**src/rtl/cache_pkg.sv**
```systemverilog
// Shared types and constants for the L2 downstream memory responder.
package cache_pkg;

  localparam logic [7:0] OP_READ  = 8'h52;
  localparam logic [7:0] OP_WRITE = 8'h57;
  localparam int STAT_W = 12;
  // Address width carried through the request FIFO; bounds the responder's ADDR_W.
  localparam int REQ_ADDR_W = 48;

  typedef enum logic [1:0] {
    ST_IDLE,
    ST_BUSY,
    ST_RESP
  } state_t;

  typedef struct packed {
    logic [7:0]            op;
    logic [REQ_ADDR_W-1:0] addr;
  } req_t;

  function automatic logic [STAT_W-1:0] sat_inc(input logic [STAT_W-1:0] value);
    return (&value) ? value : value + STAT_W'(1);
  endfunction

endpackage

```
**src/rtl/cache_req_fifo.sv**
```systemverilog
// Request buffer: show-ahead synchronous FIFO of req_t, extra pointer bit separates full from empty.
module cache_req_fifo
  import cache_pkg::*;
#(
  parameter int DEPTH = 4
) (
  input  logic clk,
  input  logic reset,
  input  logic push,
  input  logic pop,
  input  req_t din,
  output req_t head,
  output logic full,
  output logic empty
);

  localparam int PTR_W = $clog2(DEPTH);

  req_t             mem [DEPTH];
  logic [PTR_W:0]   wr_ptr_reg;
  logic [PTR_W:0]   rd_ptr_reg;

  assign empty = (wr_ptr_reg == rd_ptr_reg);
  assign full  = (wr_ptr_reg[PTR_W] != rd_ptr_reg[PTR_W]) &&
                 (wr_ptr_reg[PTR_W-1:0] == rd_ptr_reg[PTR_W-1:0]);
  assign head  = mem[rd_ptr_reg[PTR_W-1:0]];

  always_ff @(posedge clk or posedge reset) begin
    if (reset) begin
      wr_ptr_reg <= '0;
      rd_ptr_reg <= '0;
    end else begin
      if (push && !full)
        wr_ptr_reg <= wr_ptr_reg + 1'b1;
      if (pop && !empty)
        rd_ptr_reg <= rd_ptr_reg + 1'b1;
    end
  end

  // Storage is not reset; only the pointers define validity.
  always_ff @(posedge clk) begin
    if (push && !full)
      mem[wr_ptr_reg[PTR_W-1:0]] <= din;
  end

endmodule

```
**src/rtl/cache_mem_responder.sv**
```systemverilog
// Main-memory responder below the L2: buffered requests, fixed latency, read responses, op counters.
// Optional MEM_WRITE_ACK_EN: writes also produce a response (non-posted).
module cache_mem_responder
  import cache_pkg::*;
#(
  parameter int ADDR_W      = 48,
  parameter int BLOCK_BYTES = 64,
  parameter int LATENCY     = 4,
  parameter int FIFO_DEPTH  = 4
) (
  input  logic              clk,
  input  logic              reset,
  input  logic              req_valid,
  output logic              req_ready,
  input  logic [7:0]        req_op,
  input  logic [ADDR_W-1:0] req_addr,
  output logic              resp_valid,
  input  logic              resp_ready,
  output logic [ADDR_W-1:0] resp_addr,
  output logic [7:0]        resp_op,
  output logic              busy,
  output logic [STAT_W-1:0] mem_reads,
  output logic [STAT_W-1:0] mem_writes,
  output logic [STAT_W-1:0] mem_errors
);

  localparam int CNT_W = (LATENCY > 1) ? $clog2(LATENCY) : 1;
`ifdef MEM_WRITE_ACK_EN
  localparam bit ACK_WRITES = 1'b1;
`else
  localparam bit ACK_WRITES = 1'b0;
`endif

  logic              fifo_full;
  logic              fifo_empty;
  logic              push;
  logic              pop;
  logic              accept;
  logic              op_read;
  logic              op_write;
  req_t              push_req;
  req_t              head_req;
  state_t            state_reg;
  logic [CNT_W-1:0]  cnt_reg;
  logic [7:0]        cur_op_reg;
  logic [ADDR_W-1:0] cur_addr_reg;
  logic [2:0]        stat_inc;
  logic [2:0][STAT_W-1:0] stat;

  assign req_ready = !fifo_full;
  assign accept    = req_valid && !fifo_full;
  assign op_read   = (req_op == OP_READ);
  assign op_write  = (req_op == OP_WRITE);
  assign push      = accept && (op_read || op_write);
  assign pop       = (state_reg == ST_IDLE) && !fifo_empty;
  assign busy      = !fifo_empty || (state_reg != ST_IDLE);

  assign push_req.op   = req_op;
  assign push_req.addr = REQ_ADDR_W'(req_addr & ~ADDR_W'(BLOCK_BYTES - 1));

  cache_req_fifo #(
    .DEPTH (FIFO_DEPTH)
  ) u_fifo (
    .clk   (clk),
    .reset (reset),
    .push  (push),
    .pop   (pop),
    .din   (push_req),
    .head  (head_req),
    .full  (fifo_full),
    .empty (fifo_empty)
  );

  // Counter order: reads, writes, errors. Illegal ops are counted but never queued.
  assign stat_inc = {accept && !op_read && !op_write, accept && op_write, accept && op_read};

  for (genvar gi = 0; gi < 3; gi++) begin : g_stat
    logic [STAT_W-1:0] cnt_stat_reg;
    always_ff @(posedge clk or posedge reset) begin
      if (reset)
        cnt_stat_reg <= '0;
      else if (stat_inc[gi])
        cnt_stat_reg <= sat_inc(cnt_stat_reg);
    end
    assign stat[gi] = cnt_stat_reg;
  end

  assign mem_reads  = stat[0];
  assign mem_writes = stat[1];
  assign mem_errors = stat[2];

  always_ff @(posedge clk or posedge reset) begin
    if (reset) begin
      state_reg    <= ST_IDLE;
      cnt_reg      <= '0;
      cur_op_reg   <= '0;
      cur_addr_reg <= '0;
      resp_valid   <= 1'b0;
      resp_addr    <= '0;
      resp_op      <= '0;
    end else begin
      case (state_reg)
        ST_IDLE: begin
          if (!fifo_empty) begin
            cur_op_reg   <= head_req.op;
            cur_addr_reg <= ADDR_W'(head_req.addr);
            cnt_reg      <= CNT_W'(LATENCY - 1);
            state_reg    <= ST_BUSY;
          end
        end
        ST_BUSY: begin
          if (cnt_reg != '0) begin
            cnt_reg <= cnt_reg - 1'b1;
          end else if (cur_op_reg == OP_READ || ACK_WRITES) begin
            resp_valid <= 1'b1;
            resp_addr  <= cur_addr_reg;
            resp_op    <= cur_op_reg;
            state_reg  <= ST_RESP;
          end else begin
            state_reg <= ST_IDLE;
          end
        end
        ST_RESP: begin
          if (resp_ready) begin
            resp_valid <= 1'b0;
            state_reg  <= ST_IDLE;
          end
        end
        default: state_reg <= ST_IDLE;
      endcase
    end
  end

endmodule

```
**config.mk**
```make
export PLATFORM = sky130hd
export DESIGN_NAME = cache_mem_responder
export DESIGN_NICKNAME = d
export VERILOG_FILES = /design/src/rtl/cache_pkg.sv /design/src/rtl/cache_req_fifo.sv /design/src/rtl/cache_mem_responder.sv
export SDC_FILE = /design/constraint.sdc
export NUM_CORES = 1
export LEC_CHECK = 0
export BUFFER_PORTS_ARGS = -buffer_cell sky130_fd_sc_hd__buf_2
export CAP_MARGIN = 20
export CORE_UTILIZATION = 45
export CTS_CLUSTER_DIAMETER = 100
export DETAILED_ROUTE_END_ITERATION = 10
export HOLD_SLACK_MARGIN = 0.12
export PLACE_DENSITY = 0.68
export SLEW_MARGIN = 40
export SYNTH_ARGS = -nofsm -noshare
export SYNTH_HDL_FRONTEND = slang
export SYNTH_SLANG_ARGS = --single-unit
```
**constraint.sdc**
```tcl
create_clock -name clk -period 6.4 [get_ports clk]
set_input_delay 0.32 -clock clk [delete_from_list [all_inputs] [get_ports clk]]
set_output_delay 0.32 -clock clk [all_outputs]
set_load 0.01 [all_outputs]
```
### After elaboration in Yosys (flattened, before gate mapping)

Memories as Yosys holds them, arrays and structs flattened. A register that Yosys moved wholly into a read port is not among the register bits.
Index checks and enable logic that the tools add are counted.
Widths: inputs -> output; s select.

| storage, ports and cells | value |
|---|---|
| register bits | 151 |
| bits in writable memories | 200 |
| input port bits | 60 |
| output and inout port bits | 95 |
| word-level logic and storage cells | 82 |
| memories | 1 |

| cells by class | value |
|---|---|
| $add $sub $neg | 6 |
| equality and inequality tests | 13 |
| multiplexer cells | 14 |
| bitwise logic cells | 5 |
| reduce and logical (&&, ||, !) cells | 32 |

Memories:

| memory | words | bits a word | rd ports | clocked after Yosys merged registers in | wr ports | line | source |
|---|---|---|---|---|---|---|---|
| u_fifo.mem | 4 | 50 | 1 | 1 | 1 | cache_req_fifo.sv:19 | `req_t mem [DEPTH];` |

Operators with widths:

| cell | count |
|---|---|
| $add 12x1->12 const B | 3 |
| $reduce_and 12->1 | 3 |
| $eq 8x7->1 const B | 3 |
| $mux 2 | 6 |
| $logic_and 1x1->1 | 10 |
| $ne 2x2->1 const B | 5 |
| $reduce_and 3->1 | 3 |
| $reduce_and 2->1 | 4 |
| $reduce_bool 2->1 | 4 |
| $add 3x1->3 const B | 2 |
| $pmux 2 s3 | 1 |
| $mux 1 | 5 |
| $not 1->1 | 5 |
| $logic_not 1->1 | 4 |
| $pmux 2 s2 | 1 |
| $reduce_and 4->1 | 1 |
| $eq 3x3->1 | 1 |
| $eq 2x1->1 const B | 1 |
| $eq 2x2->1 | 1 |
| $eq 2x2->1 const B | 1 |
| $logic_not 2->1 | 1 |
| $logic_or 1x1->1 | 2 |
| $pmux 1 s2 | 1 |
| $sub 2x1->2 const B | 1 |
| $ne 1x1->1 | 1 |

### Depth between registers and ports, before layout

| depth | value |
|---|---|
| depth after elaboration | 8 |
| gate-level depth with buffers | 7 |
| gate-level depth less buffers | 6 |

### Cells and area by module

A second synthesis with hierarchy kept.

| second synthesis, totals | value |
|---|---|
| cell total of the unflattened synthesis | 795 |
| area, all modules | 14868.0 um2 |

Modules (own cells, without submodules):

| module | instances | cells each | area an instance (um2) | seq. area each (um2) |
|---|---|---|---|---|
| cache_req_fifo | 1 | 343 | 8558.2 | 6876.6 |
| cache_mem_responder | 1 | 452 | 6309.8 | 3828.7 |

### Least setup slack after synthesis

No wires, ideal clock.

| path | value |
|---|---|
| kind | register to register |
| start point | register u_fifo.rd_ptr_reg[1] |
| end point | memory u_fifo.mem[3][0] (netlist name) (enable) |
| library setup time | 414 ps |
| arrival time | 2470 ps |
| data required time | 5986 ps |
| slack | 3516 ps |
| cell stages (with the launch flop) | 6 |
| path buffers | 1 |
| period minus slack after synthesis | 2884 ps |
| cell sequence | dfrtp_1 > buf_4 > xor2_2 > o31ai_4 > nor3b_2 > and2_1 |

| between the ends | value |
|---|---|
| word-level cells in the longest chain between the ends | 8 |

Ends and longest elaborated chain:

| what | line | source |
|---|---|---|
| start, declared | cache_req_fifo.sv:21 | `logic [PTR_W:0] rd_ptr_reg;` |
| start signal, assigned | cache_req_fifo.sv:36 | `rd_ptr_reg <= rd_ptr_reg + 1'b1;` |
| $eq 2x2->1 * | cache_req_fifo.sv:25 | `(wr_ptr_reg[PTR_W-1:0] == rd_ptr_reg[PTR_W-1:0]);` |
| $logic_and 1x1->1 * | cache_req_fifo.sv:24 | `assign full = (wr_ptr_reg[PTR_W] != rd_ptr_reg[PTR_W]) &&` |
| $logic_not 1->1 * | cache_req_fifo.sv:42, cache_mem_responder.sv:51 |  |
| $logic_and 1x1->1 | cache_mem_responder.sv:51 | `assign accept = req_valid && !fifo_full;` |
| $logic_and 1x1->1 | cache_mem_responder.sv:54 | `assign push = accept && (op_read \|\| op_write);` |
| $logic_and 1x1->1 * | cache_req_fifo.sv:42 | `if (push && !full)` |
| $mux 1 * | cache_req_fifo.sv:42 |  |
| $mux 1 (not written as such) * | cache_req_fifo.sv:43 | `mem[wr_ptr_reg[PTR_W-1:0]] <= din;` |
| end, declared | cache_req_fifo.sv:19 |  |

Every way passes the cells marked *; elsewhere a longest branch is shown, timed or not.

### Final worst setup path

| path | value |
|---|---|
| start point | register u_fifo.rd_ptr_reg[1] |
| end point | memory u_fifo.mem[2][15] (netlist name) (enable) |

Same word-level chain as after synthesis.

==> impl_metrics.xml <==
<?xml version="1.0" encoding="UTF-8"?>
<metrics>
  <group name="setup_path">
    <metric name="timing_worst_setup_path_type" unit="">reg2reg</metric>
    <metric name="critical_path.max_fanout" unit="">53</metric>
    <metric name="crit_path_start_kind" unit="">flip-flop</metric>
    <metric name="worst_setup_ep_type" unit="">flip-flop</metric>
    <metric name="worstPathRequired" unit="ns">6.56</metric>
    <metric name="arrival_time_reported_for_the_critical_path_endpoint" unit="ns">3.63</metric>
    <metric name="regToRegSetupSlack" unit="ns">2.93</metric>
    <metric name="r2r.worst_path.cells" unit="">6</metric>
  </group>
  <group name="final_layout">
    <metric name="layout-drive-gt1-share" unit="">0.3811</metric>
    <metric name="max_reg_flops" unit="">200</metric>
    <metric name="layout-area-overhead-vs-synth" unit="%">20.69</metric>
    <metric name="n_fill_cell" unit="">2237</metric>
    <metric name="final_nets" unit="">971</metric>
  </group>
  <group name="clock_network">
    <metric name="cts-hold-fix-buffers" unit="">52</metric>
    <metric name="clock_latency" unit="ns">0.51</metric>
    <metric name="post_cts_resized" unit="">0</metric>
    <metric name="cts.htree.levels" unit="">2</metric>
    <metric name="cts_num_sinks" unit="">347</metric>
    <metric name="cts_buffers" unit="">36</metric>
    <metric name="clockRootBuffer" unit="">sky130_fd_sc_hd__clkbuf_16</metric>
    <metric name="clkSlewWorstSetupHoldPaths" unit="ns">0.06</metric>
    <metric name="cts_tree" unit="">built</metric>
    <metric name="cts_buffer_depth" unit="">3</metric>
    <metric name="post_cts_buffers" unit="">0</metric>
  </group>
  <group name="place">
    <metric name="place_ws" unit="ns">2.820</metric>
    <metric name="place.port_buffers" unit="">142</metric>
    <metric name="place_hpwl" unit="mm">14.30</metric>
    <metric name="place.gp.congestion" unit="">0.7539</metric>
  </group>
  <group name="power">
    <metric name="power.switching_fraction" unit="">0.2573</metric>
    <metric name="cell_internal_pwr" unit="mW">4.460</metric>
    <metric name="static-leakage-power" unit="nW">6.499</metric>
    <metric name="ratio_of_total_power_to_cell_area" unit="nW/um^2">373.3</metric>
    <metric name="clockPowerShare" unit="">0.324</metric>
    <metric name="power_frac_comb" unit="">0.204</metric>
    <metric name="power.share.sequential" unit="">0.472</metric>
    <metric name="maximum_ir_drop_on_the_vdd_rail" unit="mV">0.2616</metric>
    <metric name="switching_power" unit="mW">1.546</metric>
  </group>
  <group name="floorplanning">
    <metric name="coreArea" unit="um^2">28940</metric>
    <metric name="die_x" unit="um">174.1</metric>
    <metric name="floorplan.initialDensity" unit="">0.4607</metric>
    <metric name="die_area" unit="um^2">30310</metric>
    <metric name="chipHeight" unit="um">174.1</metric>
    <metric name="io_pins" unit="">155</metric>
    <metric name="rows" unit="">62</metric>
  </group>
  <group name="min_path">
    <metric name="worstHoldPathType" unit="">in2reg</metric>
    <metric name="worst_hold_path.num_cells" unit="">4</metric>
  </group>
  <group name="synthesis">
    <metric name="main_combinational_cell_family_by_area_after_synthesis" unit="">multiplexers</metric>
    <metric name="yosys_warnings" unit="">0</metric>
    <metric name="synth_simple_gate_area_frac" unit="">0.04478</metric>
    <metric name="synthArstFlopShare" unit="">0.4236</metric>
    <metric name="synth_adder_area_share" unit="">0.008448</metric>
    <metric name="netlist_top_cells_count" unit="">sky130_fd_sc_hd__edfxtp_1 (200), sky130_fd_sc_hd__dfrtp_1 (147), sky130_fd_sc_hd__mux2_2 (86)</metric>
    <metric name="synth_top_area_share" unit="">0.4506</metric>
    <metric name="yosysSeqAreaShare" unit="">0.7266</metric>
    <metric name="synth_xor_area_frac" unit="">0.02891</metric>
    <metric name="synthesized_instance_count" unit="">687</metric>
    <metric name="netlist.top_cell.by_area" unit="">sky130_fd_sc_hd__edfxtp_1</metric>
    <metric name="synth_edf_count" unit="">200</metric>
    <metric name="synth.top_cells.by_area" unit="">sky130_fd_sc_hd__edfxtp_1 (45%), sky130_fd_sc_hd__dfrtp_1 (28%), sky130_fd_sc_hd__mux4_2 (8.4%)</metric>
    <metric name="fraction_of_the_mapped_netlist_area_in_compound_gates" unit="">0.006759</metric>
    <metric name="postSynth.topFlopCell" unit="">sky130_fd_sc_hd__edfxtp_1</metric>
    <metric name="yosys.cell_count.top_type" unit="">sky130_fd_sc_hd__edfxtp_1</metric>
    <metric name="synth_cell_types" unit="">44</metric>
    <metric name="flop_and_latch_count_out_of_synthesis" unit="">347</metric>
    <metric name="post_synth_instance_area" unit="um^2">13330</metric>
    <metric name="synth_area_per_cell" unit="um^2">19.40</metric>
    <metric name="synth.mux.area_fraction" unit="">0.1663</metric>
  </group>
  <group name="grt">
    <metric name="overall_track_demand_over_capacity_in_global_routing" unit="">0.1646</metric>
    <metric name="grt_remaining_overflow" unit="">0</metric>
    <metric name="grt_first_pass_wirelength" unit="mm">38.84</metric>
    <metric name="grt_pass1_vias" unit="">7245</metric>
    <metric name="grt_max_degree" unit="">89</metric>
    <metric name="antenna_found_initial" unit="">0</metric>
  </group>
  <group name="timing">
    <metric name="grt_setup_unrepaired" unit="">no</metric>
    <metric name="timing.max_slew.rel_slack" unit="">0.4477</metric>
    <metric name="final-hold-violation-count" unit="">0</metric>
    <metric name="period_share" unit="">0.5422</metric>
    <metric name="final_setup_margin" unit="ns">2.930</metric>
    <metric name="worst_pin_slew" unit="ns">0.8285</metric>
    <metric name="slew_violations" unit="">0</metric>
    <metric name="fmax" unit="GHz">0.2882</metric>
    <metric name="fin_crit" unit="ns">3.470</metric>
    <metric name="fin_hold_ws" unit="ns">0.3455</metric>
    <metric name="fin_skew" unit="ns">0.02136</metric>
    <metric name="finalSetupViolCount" unit="">0</metric>
    <metric name="fin_tns_setup" unit="ns">0</metric>
  </group>
  <group name="routing">
    <metric name="drt_iter0_drc" unit="">330</metric>
    <metric name="route.detailed.drc" unit="">0</metric>
    <metric name="detail_route.wl_per_cell" unit="um">18.45</metric>
    <metric name="routed_via_density" unit="">5.127</metric>
    <metric name="route.antenna.remaining_nets" unit="">0</metric>
    <metric name="num_vias" unit="">6737</metric>
    <metric name="routed_wl" unit="mm">24.24</metric>
    <metric name="firstDrtPassIters" unit="">5</metric>
  </group>
  <group name="outcome">
    <metric name="outcome" unit="">finished, final reports clean</metric>
  </group>
  <group name="flow_run">
    <metric name="max-cap-violations" unit="">0</metric>
  </group>
</metrics>
-- stage by stage --
| step | power, mW | std cells | utilization | instance area (um^2) |
|---|---|---|---|---|
| floorplan | 3.793 | 692 | - | 13350 |
| global placement | 4.058 | 1193 | 0.4981 | 14410 |
| detailed placement | 4.107 | 1195 | 0.4990 | 14440 |
| CTS | 6.092 | 1312 | 0.5550 | 16060 |
| global route | 6.298 | 1313 | 0.5559 | 16080 |
| finish | 6.006 | 1314 | 0.5560 | 16090 |
-- worst paths after layout --
| check | startpoint | to |
|---|---|---|
| max in group asynchronous | reset | u_fifo.rd_ptr_reg[0] |
| setup reg to reg | u_fifo.rd_ptr_reg[1] | u_fifo.mem[2][15] |
| min in group asynchronous | reset | resp_addr[40] |
| hold / removal | req_valid | u_fifo.wr_ptr_reg[0] |
| hold reg to reg | resp_op[6] | resp_op[6] |
| setup / recovery | u_fifo.rd_ptr_reg[1] | u_fifo.mem[2][15] |
-- worst max-delay path, stage by stage, from the launching register on --
cell,delay (ns)
sky130_fd_sc_hd__dfrtp_2,0.34
sky130_fd_sc_hd__buf_4,0.63
sky130_fd_sc_hd__xor2_2,0.30
sky130_fd_sc_hd__o31ai_4,0.15
sky130_fd_sc_hd__nor3b_2,0.45
sky130_fd_sc_hd__and2_2,0.70
sky130_fd_sc_hd__buf_4,0.52
-- layout make-up --
class,count,area [um^2],area share
Inverter,7,33.78,0.002100
Sequential cell,347,9689,0.6023
Clock inverter,14,103.9,0.006456
Timing Repair Buffer,205,1338,0.08315
Multi-Input combinational cell,305,3442,0.2140
Clock buffer,51,997.2,0.06199
Antenna cell,1,2.502,0.0001556
Tap cell,384,480.5,0.02987
-- cell usage in the layout, fill, tap and decap left out, drive strengths merged, types with 2 or more instances in the layout --
master / n
ha: 9
nor2: 5
mux4: 50
clkinv: 11
clkbuf: 51
inv: 8
nand4: 18
edfxtp: 200
nand3: 10
buf: 153
a21oi: 2
xor2: 7
conb: 6
nor3: 3
and2: 14
mux2: 96
nor3b: 3
and3: 15
and4: 4
nand2b: 3
o21ai: 2
nand2: 10
xnor2: 34
dfrtp: 147
and4b: 2
dlygate4sd3: 52
nor4b: 2
-- power by group through the flow --
| stage | Clock (mW) | Sequential (mW) | Combinational, mW |
|---|---|---|---|
| 3_3_place_gp | 0 | 2.88 | 1.18 |
| 4_1_cts | 1.99 | 2.84 | 1.25 |
| 6_report | 1.95 | 2.84 | 1.22 |
| 2_1_floorplan | 0 | 2.83 | 0.968 |
| 3_5_place_dp | 0 | 2.89 | 1.22 |
| 5_1_grt | 2.08 | 2.88 | 1.34 |
-- kinds of logic (layout without fill, tap and decap cells) --
| kind of cell | count (synthesis) | in the layout |
|---|---|---|
| flip-flops | 347 | 347 |
| multiplexers | 147 | 147 |
| AND/OR/NAND/NOR | 92 | 92 |
| XOR/XNOR | 41 | 41 |
| buffers and inverters | 40 | 277 |
| AO/OA/AOI/OAI | 10 | 10 |
| adder cells (fa/ha/maj) | 9 | 9 |
| other | 1 | 7 |
-- per-layer routing --
metal / track usage / wire, um
met1: 0.2204 / 10680
met2: 0.2722 / 11700
met5: 0 / 0
met3: 0.03500 / 1395
met4: 0.04825 / 469
Power figures use the tool's default switching activity.
